`config.mk`:
```
export PLATFORM = sky130hd
export DESIGN_NAME = ddr_arbiter_flat
export DESIGN_NICKNAME = d
export VERILOG_FILES = /design/src/rtl/ddr_arbiter_if.sv /design/src/rtl/ddr_arbiter.sv /design/src/flat_wrapper.sv
export SDC_FILE = /design/constraint.sdc
export NUM_CORES = 1
export LEC_CHECK = 0
export BUFFER_PORTS_ARGS = -buffer_cell sky130_fd_sc_hd__buf_2
export CORE_AREA = 5 5 232 234
export DETAILED_ROUTE_END_ITERATION = 10
export DIE_AREA = 0 0 237 239
export HOLD_SLACK_MARGIN = 0.02
export PLACE_DENSITY = 0.41
export SLEW_MARGIN = 20
export SYNTH_ARGS = -nofsm -noshare
export SYNTH_HDL_FRONTEND = slang
export SYNTH_SLANG_ARGS = --single-unit
```
`constraint.sdc`:
```
create_clock -name clock -period 2.35 [get_ports clock]
set_clock_uncertainty 0.2 [all_clocks]
set_input_delay 0.1175 -clock clock [delete_from_list [all_inputs] [get_ports clock]]
set_output_delay 0.1175 -clock clock [all_outputs]
set_load 0.01 [all_outputs]
```
`src/rtl/ddr_arbiter_if.sv`:
```
// Requester-side and DDRAM-side signal bundle for ddr_arbiter.
// slave = arbiter view, master = requester/DDR environment view.
interface ddr_arbiter_if #(
  parameter int ADDR_WIDTH  = 32,
  parameter int DATA_WIDTH  = 64,
  parameter int BURST_WIDTH = 8
);
  localparam int MW = DATA_WIDTH / 8;

  logic [2:0]               in_rd;
  logic [2:0]               in_wr;
  logic [3*ADDR_WIDTH-1:0]  in_addr;
  logic [3*BURST_WIDTH-1:0] in_burstLength;
  logic [3*MW-1:0]          in_mask;
  logic [3*DATA_WIDTH-1:0]  in_din;
  logic [2:0]               in_waitReq;
  logic [2:0]               in_valid;
  logic [2:0]               in_burstDone;
  logic [DATA_WIDTH-1:0]    in_dout;

  logic                     ddr_rd;
  logic                     ddr_wr;
  logic [ADDR_WIDTH-1:0]    ddr_addr;
  logic [BURST_WIDTH-1:0]   ddr_burstLength;
  logic [MW-1:0]            ddr_mask;
  logic [DATA_WIDTH-1:0]    ddr_din;
  logic [DATA_WIDTH-1:0]    ddr_dout;
  logic                     ddr_waitReq;
  logic                     ddr_valid;

  modport slave (
    input  in_rd, in_wr, in_addr, in_burstLength, in_mask, in_din,
    output in_waitReq, in_valid, in_burstDone, in_dout,
    output ddr_rd, ddr_wr, ddr_addr, ddr_burstLength, ddr_mask, ddr_din,
    input  ddr_dout, ddr_waitReq, ddr_valid
  );

  modport master (
    output in_rd, in_wr, in_addr, in_burstLength, in_mask, in_din,
    input  in_waitReq, in_valid, in_burstDone, in_dout,
    input  ddr_rd, ddr_wr, ddr_addr, ddr_burstLength, ddr_mask, ddr_din,
    output ddr_dout, ddr_waitReq, ddr_valid
  );
endinterface

```
`src/rtl/ddr_arbiter.sv`:
```
// Three-port burst arbiter in front of the DDRAM Avalon port (clk_sys).
// DDR_ARBITER_ROUND_ROBIN_EN selects round-robin; default is fixed priority 0>1>2.
module ddr_arbiter #(
  parameter int ADDR_WIDTH  = 32,
  parameter int DATA_WIDTH  = 64,
  parameter int BURST_WIDTH = 8
) (
  input logic          clock,
  input logic          reset,
  ddr_arbiter_if.slave bus
);
  localparam int MW = DATA_WIDTH / 8;

  typedef enum logic [1:0] {
    IDLE, READ_CMD, READ_DATA, WRITE
  } state_t;

  state_t state, state_nxt;
  logic [1:0] grant, grant_nxt;
  logic [BURST_WIDTH:0] len, len_nxt;
  logic [BURST_WIDTH:0] cnt, cnt_nxt;

  logic [3:0] rd4, wr4, req4;
  logic [ADDR_WIDTH-1:0]  addr_a [4];
  logic [BURST_WIDTH-1:0] blen_a [4];
  logic [MW-1:0]          mask_a [4];
  logic [DATA_WIDTH-1:0]  din_a  [4];

  assign rd4  = {1'b0, bus.in_rd};
  assign wr4  = {1'b0, bus.in_wr};
  assign req4 = rd4 | wr4;

  for (genvar i = 0; i < 3; i++) begin : g_slice
    assign addr_a[i] = bus.in_addr[i*ADDR_WIDTH +: ADDR_WIDTH];
    assign blen_a[i] = bus.in_burstLength[i*BURST_WIDTH +: BURST_WIDTH];
    assign mask_a[i] = bus.in_mask[i*MW +: MW];
    assign din_a[i]  = bus.in_din[i*DATA_WIDTH +: DATA_WIDTH];
  end
  assign addr_a[3] = '0;
  assign blen_a[3] = '0;
  assign mask_a[3] = '0;
  assign din_a[3]  = '0;

  logic [1:0] win;
  logic       win_ok;

`ifdef DDR_ARBITER_ROUND_ROBIN_EN
  logic [1:0] ptr;

  function automatic logic [1:0] wrap_add(logic [1:0] p, int k);
    logic [2:0] s;
    s = {1'b0, p} + 3'(k);
    if (s >= 3'd3) s = s - 3'd3;
    return s[1:0];
  endfunction

  always_comb begin
    win    = '0;
    win_ok = 1'b0;
    for (int k = 0; k < 3; k++) begin
      if (!win_ok && req4[wrap_add(ptr, k)]) begin
        win    = wrap_add(ptr, k);
        win_ok = 1'b1;
      end
    end
  end

  // ptr holds the port searched first on the next arbitration
  always_ff @(posedge clock) begin
    if (reset) ptr <= '0;
    else if (state == IDLE && win_ok)
      ptr <= (win == 2'd2) ? 2'd0 : win + 2'd1;
  end
`else
  always_comb begin
    win    = '0;
    win_ok = |req4;
    if (req4[0])      win = 2'd0;
    else if (req4[1]) win = 2'd1;
    else if (req4[2]) win = 2'd2;
  end
`endif

  logic [3:0] wait_q, valid_q, done_q;
  logic       rd_o, wr_o, last;

  assign last = (cnt == len - 1'b1);

  always_ff @(posedge clock) begin
    if (reset) begin
      state <= IDLE;
      grant <= '0;
      len   <= '0;
      cnt   <= '0;
    end else begin
      state <= state_nxt;
      grant <= grant_nxt;
      len   <= len_nxt;
      cnt   <= cnt_nxt;
    end
  end

  always_comb begin
    state_nxt = state;
    grant_nxt = grant;
    len_nxt   = len;
    cnt_nxt   = cnt;
    wait_q    = 4'hF;
    valid_q   = 4'h0;
    done_q    = 4'h0;
    rd_o      = 1'b0;
    wr_o      = 1'b0;
    unique case (state)
      IDLE: begin
        if (win_ok) begin
          grant_nxt = win;
          len_nxt   = (blen_a[win] == '0) ? (BURST_WIDTH+1)'(1)
                                          : {1'b0, blen_a[win]};
          cnt_nxt   = '0;
          state_nxt = rd4[win] ? READ_CMD : WRITE;
        end
      end
      READ_CMD: begin
        rd_o          = rd4[grant];
        wait_q[grant] = bus.ddr_waitReq;
        if (rd_o && !bus.ddr_waitReq) begin
          cnt_nxt   = '0;
          state_nxt = READ_DATA;
        end
      end
      READ_DATA: begin
        valid_q[grant] = bus.ddr_valid;
        if (bus.ddr_valid) begin
          cnt_nxt = cnt + 1'b1;
          if (last) begin
            done_q[grant] = 1'b1;
            state_nxt     = IDLE;
          end
        end
      end
      WRITE: begin
        wr_o          = wr4[grant];
        wait_q[grant] = bus.ddr_waitReq;
        if (wr_o && !bus.ddr_waitReq) begin
          cnt_nxt = cnt + 1'b1;
          if (last) begin
            done_q[grant] = 1'b1;
            state_nxt     = IDLE;
          end
        end
      end
      default: state_nxt = IDLE;
    endcase
  end

  assign bus.in_waitReq      = wait_q[2:0];
  assign bus.in_valid        = valid_q[2:0];
  assign bus.in_burstDone    = done_q[2:0];
  assign bus.in_dout         = bus.ddr_dout;
  assign bus.ddr_rd          = rd_o;
  assign bus.ddr_wr          = wr_o;
  assign bus.ddr_addr        = addr_a[grant];
  assign bus.ddr_burstLength = blen_a[grant];
  assign bus.ddr_mask        = mask_a[grant];
  assign bus.ddr_din         = din_a[grant];
endmodule

```
`src/flat_wrapper.sv`:
```
// flat-port wrapper written by rule: the top's interface ports become plain ports
module ddr_arbiter_flat 
#(
  parameter int ADDR_WIDTH  = 32,
  parameter int DATA_WIDTH  = 64,
  parameter int BURST_WIDTH = 8
)
  (clock, reset, bus_in_rd, bus_in_wr, bus_in_addr, bus_in_burstLength, bus_in_mask, bus_in_din, bus_in_waitReq, bus_in_valid, bus_in_burstDone, bus_in_dout, bus_ddr_rd, bus_ddr_wr, bus_ddr_addr, bus_ddr_burstLength, bus_ddr_mask, bus_ddr_din, bus_ddr_dout, bus_ddr_waitReq, bus_ddr_valid);
  ddr_arbiter_if #(.ADDR_WIDTH(ADDR_WIDTH), .DATA_WIDTH(DATA_WIDTH), .BURST_WIDTH(BURST_WIDTH)) bus_i ();
  input logic clock;
  input logic reset;
  input wire logic [$bits(bus_i.in_rd)-1:0] bus_in_rd;
  input wire logic [$bits(bus_i.in_wr)-1:0] bus_in_wr;
  input wire logic [$bits(bus_i.in_addr)-1:0] bus_in_addr;
  input wire logic [$bits(bus_i.in_burstLength)-1:0] bus_in_burstLength;
  input wire logic [$bits(bus_i.in_mask)-1:0] bus_in_mask;
  input wire logic [$bits(bus_i.in_din)-1:0] bus_in_din;
  output wire logic [$bits(bus_i.in_waitReq)-1:0] bus_in_waitReq;
  output wire logic [$bits(bus_i.in_valid)-1:0] bus_in_valid;
  output wire logic [$bits(bus_i.in_burstDone)-1:0] bus_in_burstDone;
  output wire logic [$bits(bus_i.in_dout)-1:0] bus_in_dout;
  output wire logic [$bits(bus_i.ddr_rd)-1:0] bus_ddr_rd;
  output wire logic [$bits(bus_i.ddr_wr)-1:0] bus_ddr_wr;
  output wire logic [$bits(bus_i.ddr_addr)-1:0] bus_ddr_addr;
  output wire logic [$bits(bus_i.ddr_burstLength)-1:0] bus_ddr_burstLength;
  output wire logic [$bits(bus_i.ddr_mask)-1:0] bus_ddr_mask;
  output wire logic [$bits(bus_i.ddr_din)-1:0] bus_ddr_din;
  input wire logic [$bits(bus_i.ddr_dout)-1:0] bus_ddr_dout;
  input wire logic [$bits(bus_i.ddr_waitReq)-1:0] bus_ddr_waitReq;
  input wire logic [$bits(bus_i.ddr_valid)-1:0] bus_ddr_valid;
  assign bus_i.in_rd = bus_in_rd;
  assign bus_i.in_wr = bus_in_wr;
  assign bus_i.in_addr = bus_in_addr;
  assign bus_i.in_burstLength = bus_in_burstLength;
  assign bus_i.in_mask = bus_in_mask;
  assign bus_i.in_din = bus_in_din;
  assign bus_in_waitReq = bus_i.in_waitReq;
  assign bus_in_valid = bus_i.in_valid;
  assign bus_in_burstDone = bus_i.in_burstDone;
  assign bus_in_dout = bus_i.in_dout;
  assign bus_ddr_rd = bus_i.ddr_rd;
  assign bus_ddr_wr = bus_i.ddr_wr;
  assign bus_ddr_addr = bus_i.ddr_addr;
  assign bus_ddr_burstLength = bus_i.ddr_burstLength;
  assign bus_ddr_mask = bus_i.ddr_mask;
  assign bus_ddr_din = bus_i.ddr_din;
  assign bus_i.ddr_dout = bus_ddr_dout;
  assign bus_i.ddr_waitReq = bus_ddr_waitReq;
  assign bus_i.ddr_valid = bus_ddr_valid;
  ddr_arbiter #(.ADDR_WIDTH(ADDR_WIDTH), .DATA_WIDTH(DATA_WIDTH), .BURST_WIDTH(BURST_WIDTH)) u_core (.clock(clock), .reset(reset), .bus(bus_i));
endmodule
```
Yosys cells after proc, flatten, opt, wreduce, memory -nomap -nowiden

Cells that the tools add are included.

Flip-flop bits (word level): 22
Latch bits: 0
Memory bits (writable): 0
Memory bits (read-only): 0
Word-level logic and storage cells: 82
Memories kept: 0

$add $sub $neg: 2
$mul: 0
Divide/modulo/power cells: 0
$lt $le $gt $ge: 5
Equal/unequal tests: 8
Shifts and indexed selects: 0
Mux-type cells: 47
Bitwise logic cells: 6
Reduce and logical (&&, ||, !) cells: 10

Operator list:

| operator                                                              | number |
|---|---|
| 64-bit binary-select mux with 2-bit select                            | 1 |
| 64-bit 2-to-1 mux                                                     | 2 |
| 32-bit binary-select mux with 2-bit select                            | 1 |
| 32-bit 2-to-1 mux                                                     | 2 |
| 8-bit 2-to-1 mux                                                      | 7 |
| 8-bit binary-select mux with 2-bit select                             | 3 |
| 9-bit 2-to-1 mux                                                      | 4 |
| 9-bit one-hot mux with 4 select lines                                 | 1 |
| 2-bit 2-to-1 mux                                                      | 9 |
| 3-bit 2-to-1 mux                                                      | 5 |
| 9-bit by 1-bit adder with 9-bit output (second input constant)        | 1 |
| 9-bit == test                                                         | 1 |
| 9-bit by 1-bit subtractor with 9-bit output (second input constant)   | 1 |
| 8-bit zero test                                                       | 1 |
| 2-bit one-hot mux with 4 select lines                                 | 1 |
| 1-bit binary-select mux with 2-bit select                             | 3 |
| 3-bit greater-or-equal comparator (second input constant)             | 2 |
| 2-bit by 3-bit < comparator with 1-bit output (second input constant) | 2 |
| 1-bit 2-to-1 mux                                                      | 6 |
| 2-bit by 1-bit != test with 1-bit output (second input constant)      | 3 |
| 2-bit NOT with 3-bit output                                           | 2 |
| 3-bit bitwise OR                                                      | 2 |
| 3-bit one-hot mux with 2 select lines                                 | 1 |
| 2-bit == test (second input constant)                                 | 2 |
| 13 further kinds                                                      | 15 |

Depth between registers and ports, before layout

Word-level depth: 10
Mapped depth: 9
Depth with buffers taken out: 8

Worst setup path after synthesis

OpenSTA, ideal clock, no wires.

Kind: register to output
Start point: reg u_core.len[0]
End point: out bus_in_burstDone[0]
Arrival: 1.892 ns
Data required time: 2.033 ns
Slack: 0.140 ns
Cell stages (with the launch flop): 9
Path through: dfxtp_1 inv_1 ha_1 and2_1 o21a_1 o31ai_1 nand4_1 a211o_1 nor3_1

Longest elaborated chain between the ends: 5
Elaborated cells on any way between the ends: 6

RTL lines:

| item                                            | RTL line                               | source |
|---|---|---|
| start: declaration                              | ddr_arbiter.sv:20                      | `logic [BURST_WIDTH:0] len, len_nxt;` |
| start signal: assignment                        | ddr_arbiter.sv:98                      | `len <= len_nxt;` |
| 9-bit by 1-bit subtractor with 9-bit output (*) | ddr_arbiter.sv:87                      | `assign last = (cnt == len - 1'b1);` |
| 9-bit == test (*)                               | ddr_arbiter.sv:87                      |  |
| 3-bit 2-to-1 mux (*)                            | ddr_arbiter.sv:135, ddr_arbiter.sv:146 |  |
| 3-bit 2-to-1 mux, on equally long branches      | ddr_arbiter.sv:144, ddr_arbiter.sv:133 |  |
| 3-bit one-hot mux with 2 select lines (*)       | ddr_arbiter.sv:113                     | `unique case (state)` |
| end: declaration                                | flat_wrapper.sv:20                     | `output wire logic [$bits(bus_i.in_burstDone)-1:0] bus_in_burstDone;` |

Mark *: on every way between the ends. The rest lies on a longest branch, timed or not.

Worst setup path in the final report

Start point: reg u_core.len[1]
End point: out bus_in_burstDone[0]

The elaborated chain is that of the path after synthesis.

==> flow_metrics.py <==
metrics = {
    "die": {
        "floorplan.die.height_um": 239,
        "floorplan.core_area_um2": 51800,
        "dieArea_um2": 56600,
        "die_width_um": 237,
        "initial_utilization_pct": 8.46,
        "rows": 84,
        "floorplan.io_pins": 597,
    },
    "routing": {
        "total_detailed_routing_wirelength_um": 29000,
        "drc": 0,
        "route.detailed.wl_per_inst_um": 16.9,
        "drtIter0Drc": 264,
        "detail-route-antenna-nets": 0,
        "routed-via-count": 6100,
        "vias_per_cell": 3.55,
        "drt_pass1_iterations": 4,
    },
    "sta": {
        "setup_tns_ps": -84.3,
        "grt_setup_unrepaired": "yes",
        "max_slew.worst_pin.slew_ps": 639,
        "final.hold.worst_slack_ps": 26.6,
        "min_setup_slack_post_route_ps": -53.8,
        "max_slew_margin_pct": 57.4,
        "fin_max_slew_vios": 0,
        "setup_viol_count_final": 2,
        "layout_worst_path_cycle_share_pct": 102,
        "fmaxAchievable_mhz": 416,
        "finalHoldViolCount": 0,
        "finalWorstPathRequiredPeriod_ps": 2400,
    },
    "yosys": {
        "synth-main-ff-cell": "sky130_fd_sc_hd__dfxtp_1",
        "postSynthAreaPerCell_um2": 6.75,
        "ys.warnings.count": 0,
        "synth_seq_cells": 21,
        "synth.yosys.seq_area_share_pct": 9.59,
        "yosys.area.top_type": "sky130_fd_sc_hd__mux2i_1",
        "yosysTopAreaCellShare_pct": 28.1,
        "synth-async-reset-ratio_pct": 0,
        "ys_types": 52,
        "netlist_area_um2": 4390,
        "synthesis.instances": 650,
        "synth_edf_count": 0,
        "synthesis.nets": 1062,
        "synth_top_cells_by_area": "sky130_fd_sc_hd__mux2i_1 (28%), sky130_fd_sc_hd__o21ai_0 (13%), sky130_fd_sc_hd__buf_4 (11%)",
    },
    "grt": {
        "via_count_of_the_first_global_routing_pass": 6201,
        "antenna_found_initial": 18,
        "groute.usage.overall_pct": 9.34,
        "globalRoute.totalOverflow": 0,
        "maximum_number_of_pins_on_one_net_before_global_route_repair": 115,
        "grt_first_pass_wirelength_um": 40000,
    },
    "setup_path": {
        "critical_path.n_buffers_inverters": 2,
        "worst_setup_path_startpoint": "u_core.len[1]",
        "reg2reg_from": "u_core.grant[0]",
        "critical-path-slowest-cell": "sky130_fd_sc_hd__dfxtp_2",
        "rr_worst_depth": 7,
        "critPathArrivalTime_ps": 2090,
        "timing.critical_path.slowest_cell_delay_ps": 330,
        "worst_r2r_endpoint": "u_core.cnt[1]",
        "worst-path-max-fanout": 3,
        "ff2ff_setup_slack_ps": 330,
        "critical_path.endpoint_type": "output pin",
        "kind_of_start_point_of_the_critical_path": "flop",
        "setup.worst_path.class": "flop to output pin",
        "worst_path_top_cell_family_by_delay": "compound AO/OA/AOI/OAI gates",
        "cp.required_ps": 2030,
        "worstPathCellList": "inv_2 -> ha_4 -> and2_4 -> o21a_1 -> o31ai_2 -> nand4_1 -> a211o_1 -> nor3_2 -> buf_2",
    },
    "clocking": {
        "clkSinkCount": 21,
        "htreeDepth": 1,
        "clock-root-buffer": "sky130_fd_sc_hd__clkbuf_16",
        "post_cts_hold_buffer_count": 0,
        "clock_tree.buffer_depth": 2,
        "cts_setup_buffers": 0,
        "cts.reportedPaths.clkPinSlew_ps": 60,
        "cts_tree": "yes",
        "cts_made_buffers": 3,
        "worst_skew_pair.late_latency_ps": 260,
    },
    "min_path": {
        "timing.hold.worst_endpoint": "u_core.grant[0]",
        "worst_hold_startpoint": "reset",
        "hold-path-cell-count": 2,
        "timing.hold.worst.class": "input pin to flop",
    },
    "outcome": {
        "outcome": "finished with violations",
        "violations": "setup timing",
    },
    "final_layout": {
        "synthToLayoutAreaGrowth_pct": 63.8,
        "num-fill-cells": 5992,
        "layout-drive-gt1-share_pct": 50.0,
        "multiInputGateArea_um2": 3260,
        "finalNetCount": 1439,
        "ff_latch_area_um2": 430,
        "final_cell_count_no_fill": 1717,
        "layout_common_cells": "sky130_fd_sc_hd__buf_2 (468), sky130_fd_sc_hd__nand2_1 (123), sky130_fd_sc_hd__mux2i_1 (123)",
        "leading_cell_type_in_the_layout_fill_and_taps_excluded": "sky130_fd_sc_hd__buf_2",
    },
    "pwr": {
        "worst_voltage_drop_across_the_vdd_grid_mv": 0.308,
        "powerDensity_nw_per_um2": 592,
        "power_leakage_nw": 3.00,
    },
    "flow_run": {
        "cap_violations": 0,
    },
    "place": {
        "placement.io_buffers": 468,
        "finalWeightedCongestion": 0.844,
        "post-dp-hpwl_um": 25500,
        "place_inst": 1710,
    },
}
## worst max path at each step
| stage | end | slack, ps | cells after the start |
|---|---|---|---|
| 2_1_floorplan | bus_in_burstDone[0] | 140 | 8 |
| 3_3_place_gp | bus_in_burstDone[0] | 40 | 9 |
| 3_5_place_dp | bus_in_burstDone[0] | 20 | 9 |
| 4_1_cts | bus_in_burstDone[0] | -60 | 9 |
| 5_1_grt | bus_in_burstDone[0] | -170 | 9 |
| 6_report | bus_in_burstDone[0] | -50 | 9 |
## cell usage after synthesis (5+ instances only)
cell	count
sky130_fd_sc_hd__buf_2	13
sky130_fd_sc_hd__nor2_1	27
sky130_fd_sc_hd__inv_1	8
sky130_fd_sc_hd__buf_1	5
sky130_fd_sc_hd__buf_4	65
sky130_fd_sc_hd__o21ai_1	8
sky130_fd_sc_hd__a21oi_1	25
sky130_fd_sc_hd__clkbuf_1	26
sky130_fd_sc_hd__nand2_1	123
sky130_fd_sc_hd__mux2i_1	123
sky130_fd_sc_hd__a211oi_1	7
sky130_fd_sc_hd__or3_1	10
sky130_fd_sc_hd__xnor2_1	9
sky130_fd_sc_hd__o21ai_0	113
sky130_fd_sc_hd__dfxtp_1	21
sky130_fd_sc_hd__nor3_1	7
## state kept, by name (all words and copies together) (netlist names)
signal        cells
u_core.state      2
u_core.grant      2
u_core.len        8
u_core.cnt        9
## final cells by class
class	instances	share of cell area, %
tap	688	12.0
inverter	8	0.418
antenna	3	0.104
clock buffer	3	1.04
sequential	21	5.99
clock inverter	1	0.0697
timing repair buffer	486	35.0
multi-input combinational	507	45.4
## what timing repair did
item | in CTS | in global routing
endpoints found under the hold margin | 0 | 0
pin swaps | 3 | 0
resized for setup | 12 | 1
setup endpoints to repair | 3 | 3
## stage by stage
stage | instance area, um2 | util (%) | power, mW | setup WS [ps]
after global placement | 7040 | 13.6 | 3.87 | 35.5
final | 7180 | 13.9 | 4.26 | -53.8
after floorplan | 4390 | - | 2.53 | 140
after detailed placement | 7040 | 13.6 | 3.88 | 22.3
after global routing | 7180 | 13.9 | 4.62 | -171
after CTS | 7170 | 13.8 | 4.31 | -56.8
## power breakdown
part	total (mW)	internal [mW]	switching [mW]
sequential	0.536	0.433	0.103
clock	0.373	0.229	0.144
combinational	3.35	1.39	1.95
total	4.26	2.06	2.20
## logic make-up after synthesis
logic type	after synthesis	share of synthesized area [%]
adders and majority gates	2	0.571
DFF	21	9.59
AOI/OAI and AO/OA	169	21.0
xor gates and xnor gates	12	2.40
buffers and inverters	122	17.4
and+or+nand+nor	200	20.5
muxes	124	28.6
## per-layer routing
metal | vias up | wire length (um) | track usage (%)
met5 | - | 65 | 0
met4 | 12 | 493 | 1.57
met3 | 44 | 2600 | 3.37
met2 | 330 | 15500 | 17.8
met1 | 2744 | 10400 | 10.0
li1 | 2970 | - | -
Note: power is estimated with default switching activity, not from simulation.
